[src/rtl/logic_serial_ctrl.sv]
// Bit-serial sequencer: walks one external 1-bit logic unit across WIDTH-bit
// operands, LSB first, assembling the result and pulsing done at the end.
module logic_serial_ctrl #(
    parameter int WIDTH = 8
) (
    input  logic             clock,
    input  logic             reset,
    input  logic             start,
    input  logic [1:0]       op,
    input  logic [WIDTH-1:0] a,
    input  logic [WIDTH-1:0] b,
    output logic             busy,
    output logic             done,
    output logic [WIDTH-1:0] result,
    output logic             lu_a,
    output logic             lu_b,
    output logic [1:0]       lu_control,
    input  logic             lu_out
);

    localparam int IW = $clog2(WIDTH);
    localparam logic [IW-1:0] LAST = IW'(WIDTH - 1);

    typedef enum logic [1:0] {
        IDLE = 2'd0,
        RUN  = 2'd1,
        DONE = 2'd2
    } state_t;

    state_t           state;
    logic [IW-1:0]    idx;
    logic [WIDTH-1:0] a_q;
    logic [WIDTH-1:0] b_q;
    logic [1:0]       op_q;

    always_ff @(posedge clock) begin
        if (reset) begin
            state  <= IDLE;
            idx    <= '0;
            a_q    <= '0;
            b_q    <= '0;
            op_q   <= '0;
            result <= '0;
            busy   <= 1'b0;
            done   <= 1'b0;
        end else begin
            case (state)
                // DONE accepts a new request exactly like IDLE for back-to-back ops
                IDLE, DONE: begin
                    done <= 1'b0;
                    if (start) begin
                        a_q    <= a;
                        b_q    <= b;
                        op_q   <= op;
                        result <= '0;
                        idx    <= '0;
                        state  <= RUN;
                        busy   <= 1'b1;
                    end else begin
                        state <= IDLE;
                        busy  <= 1'b0;
                    end
                end
                RUN: begin
                    result[idx] <= lu_out;
                    if (idx == LAST) begin
                        idx   <= '0;
                        state <= DONE;
                        busy  <= 1'b0;
                        done  <= 1'b1;
                    end else begin
                        idx <= idx + 1'b1;
                    end
                end
                default: begin
                    state <= IDLE;
                    busy  <= 1'b0;
                    done  <= 1'b0;
                end
            endcase
        end
    end

    // Logic unit inputs are parked at zero outside RUN
    always_comb begin
        lu_a       = 1'b0;
        lu_b       = 1'b0;
        lu_control = 2'd0;
        if (state == RUN) begin
            lu_a       = a_q[idx];
            lu_b       = b_q[idx];
            lu_control = op_q;
        end
    end

endmodule
[config.mk]
export PLATFORM = sky130hd
export DESIGN_NAME = logic_serial_ctrl
export DESIGN_NICKNAME = d
export VERILOG_FILES = /design/src/rtl/logic_serial_ctrl.sv
export SDC_FILE = /design/constraint.sdc
export NUM_CORES = 1
export LEC_CHECK = 0
export ABC_AREA = 1
export CAP_MARGIN = 25
export CORE_AREA = 2 2 54 56
export CTS_BUF_LIST = sky130_fd_sc_hd__clkbuf_8
export DETAILED_ROUTE_END_ITERATION = 16
export DIE_AREA = 0 0 56 58
export DONT_BUFFER_PORTS = 1
export PLACE_DENSITY = 0.72
export SLEW_MARGIN = 20
export SYNTH_ARGS = -nofsm -noshare
export SYNTH_HDL_FRONTEND = slang
export SYNTH_SLANG_ARGS = --single-unit
[constraint.sdc]
create_clock -name clock -period 1.41 [get_ports clock]
set_clock_uncertainty 0.05 [all_clocks]
set_input_delay 0.2115 -clock clock [delete_from_list [all_inputs] [get_ports clock]]
set_output_delay 0.2115 -clock clock [all_outputs]
set_load 0.02 [all_outputs]
==> impl_metrics.env <==
export IMPL_finalCritPeriodShare=1.16
export IMPL_rr_endpoint="busy$_SDFFE_PP0P_"
export IMPL_drv_slew=0
export IMPL_p_total_mw=2.12
export IMPL_coreArea_um2=2660
export IMPL_yosys_area_share_simple=0.324
export IMPL_first_global_vias=1407
export IMPL_synth_compound_area_frac=0.128
export IMPL_gr_usage_met1=0.282
export IMPL_crit_type="reg2out"
export IMPL_synthesis_nets=237
export IMPL_wl_per_cell_um=13.7
export IMPL_vias=1437
export IMPL_setup_slack_ns=-0.230
export IMPL_cts_tree="built"
export IMPL_cp_data_arrival_time_ns=1.38
export IMPL_final_cell_mix="43 x nor2_1, 37 x nand2_1, 30 x dfxtp_1"
export IMPL_start_kind="flop"
export IMPL_synth_area_per_cell_um2=7.08
export IMPL_reg2reg_from="idx[0]$_SDFFE_PP0P_"
export IMPL_r2r_cells=8
export IMPL_final_hold_violation_count=0
export IMPL_cts_made_buffers=5
export IMPL_power_density_nw_per_um2=1150
export IMPL_track_usage=0.253
export IMPL_holdPathStages=2
export IMPL_synth_distinct_cells=21
export IMPL_synth_area_leaders="dfxtp_1 44%, nor2_1 11%, nand2_1 10%, o21ai_0 6.3%, a21oi_1 5.0%"
export IMPL_dieArea_um2=3250
export IMPL_clock_latency_ns=0.30
export IMPL_period_minus_slack_ns=1.64
export IMPL_top_usage_layer="met2"
export IMPL_synth_xor_area_frac=0
export IMPL_drc_errors=0
export IMPL_htree_levels=2
export IMPL_hp_start="b[6]"
export IMPL_cp_required_ns=1.15
export IMPL_cts_root_buffer="clkbuf_8"
export IMPL_rsz0062_at_grt="true"
export IMPL_drive_above_1_share=0.254
export IMPL_drtIter0Drc=57
export IMPL_grt_pass1_wl_um=6280
export IMPL_syn_area_um2=1510
export IMPL_status="complete, but fails checks"
export IMPL_synth_top_family_by_area="simple AND/OR/NAND/NOR gates"
export IMPL_dp_hpwl_um=2480
export IMPL_ys_ff_latch=33
export IMPL_synth_area_leader_cell="dfxtp_1"
export IMPL_synth_top_area_frac=0.438
export IMPL_gr_usage_met2=0.447
export IMPL_grt_overflow=0
export IMPL_dp_cells=251
export IMPL_fin_cells=267
export IMPL_setup_viol=2
export IMPL_fin_tns_setup_ns=-0.428
export IMPL_cp_end_kind="output port"
export IMPL_wirelength_um=3650
export IMPL_max_freq_ghz=0.610
export IMPL_ir_worst_vdd_mv=0.942
export IMPL_grt_max_degree=15
export IMPL_leakagePower_nw=0.801
export IMPL_ys_seq_area_frac=0.438
export IMPL_violations="negative setup slack"
export IMPL_syn2layout_area_growth_pct=22.1
export IMPL_cts_clk_slew_worst_paths_ns=0.07
export IMPL_met3_usage=0.0826
export IMPL_start_util=0.566
export IMPL_diodes=0
export IMPL_dieHeight_um=58
export IMPL_design_final_nets=259
export IMPL_row_count=19
export IMPL_antenna_found_initial=0
export IMPL_cp_max_fo=5
export IMPL_worst_slew_pin_slew_ns=0.383
export IMPL_viasPerCell=5.38
export IMPL_dr_pass1_iters=4
export IMPL_r2r_setup_slack_ns=0.08
export IMPL_ant_nets=0
export IMPL_ys_warn_count=0
export IMPL_clkSinkCount=33
export IMPL_synth_cells=213
export IMPL_maxSlewHeadroom=0.745
export IMPL_clk_path_buf_depth=2
export IMPL_final_common_cell="nor2_1"
export IMPL_synth_adder_area_share=0.0166
export IMPL_die_w_um=56
export IMPL_min_path_type="in2reg"
export IMPL_port_buffers=0
export IMPL_whs_ns=0.0357
export IMPL_ioPinCount=36
export IMPL_maxCapViolations=0
export IMPL_hold_end="b_q[6]$_SDFFE_PP0P_"
export IMPL_gp_congestion=0.800
export IMPL_synth_mux_area_frac=0
worst max-delay path: stages (launching register included):
cell and delay [ns]:
dfxtp_4 0.39, inv_2 0.09, nor2_4 0.13, nand3_2 0.07, nand2_1 0.07, nor2_1 0.04
a21oi_1 0.13, buf_4 0.16
cell type report:
type / count / area [um2]
clock buffer: 7 / 96.3
clock inverter: 1 / 5.00
fill: 223 / 822
inverter: 18 / 72.6
multi-input combinational: 151 / 747
sequential: 33 / 672
tap: 31 / 38.8
timing repair buffer: 26 / 209
per-stage QoR:
| stage | worst slack, ns | util | cell area [um2] |
|---|---|---|---|
| 4_1_cts | -0.211 | 0.679 | 1810 |
| 3_3_place_gp | 0.0236 | 0.604 | 1610 |
| 6_report | -0.230 | 0.691 | 1840 |
| 3_5_place_dp | -0.0573 | 0.604 | 1610 |
| 5_1_grt | -0.324 | 0.691 | 1840 |
| 2_1_floorplan | 0.00309 | - | 1510 |
worst max path at each step:
stage,start,end,cells after the start
after floorplan,idx[1]$_SDFFE_PP0P_,lu_b,5
after global routing,idx[2]$_SDFFE_PP0P_,lu_b,6
after global placement,idx[0]$_SDFFE_PP0P_,lu_b,6
final,idx[2]$_SDFFE_PP0P_,lu_b,7
after detailed placement,idx[0]$_SDFFE_PP0P_,lu_b,6
after CTS,idx[0]$_SDFFE_PP0P_,lu_b,7
kinds of logic (layout without fill, tap and decap cells):
| family | after synthesis | in the layout |
|---|---|---|
| AOI/OAI and AO/OA | 37 | 37 |
| adders and majority gates | 2 | 2 |
| buffers and inverters | 29 | 52 |
| DFF | 33 | 33 |
| and+or+nand+nor | 112 | 112 |
layer usage:
layer | up-vias | wire length, um | share of wire
met5 | - | 0 | 0
met2 | 47 | 1840 | 0.51
met3 | 11 | 231 | 0.063
met1 | 651 | 1470 | 0.40
met4 | 0 | 103 | 0.028
li1 | 728 | - | -
what timing repair did:
action                                  in CTS  in global routing
buffers inserted                             6                  1
hold buffers                                 1                  0
cloned                                       0                  0
endpoints found under the setup margin       4                  7
resized for setup                           15                  9
endpoints found under the hold margin        7                  0
pin swaps                                    9                  3
synthesized netlist by cell type:
library cell,instances
a22oi_1,3
nor2_4,1
buf_4,1
buf_2,5
nand2_1,40
clkbuf_1,2
nor2_2,2
nor3_2,3
nand2_2,1
buf_6,3
nor2_1,45
nand3_1,8
ha_1,2
nor3_1,8
inv_1,13
o21ai_0,19
a21oi_1,15
dfxtp_1,33
nand4_1,3
nand3_2,1
inv_2,5
power breakdown:
part / switching, mW / internal, mW
sequential: 0.0435 / 0.986
clock: 0.349 / 0.441
combinational: 0.182 / 0.115
total: 0.574 / 1.54
flip-flops by register name, indices dropped and copies added, names as in the netlist:
name	flops
idx	3
result	8
state	2
done	1
busy	1
op_q	2
a_q	8
b_q	8
Power figures use the tool's default switching activity.
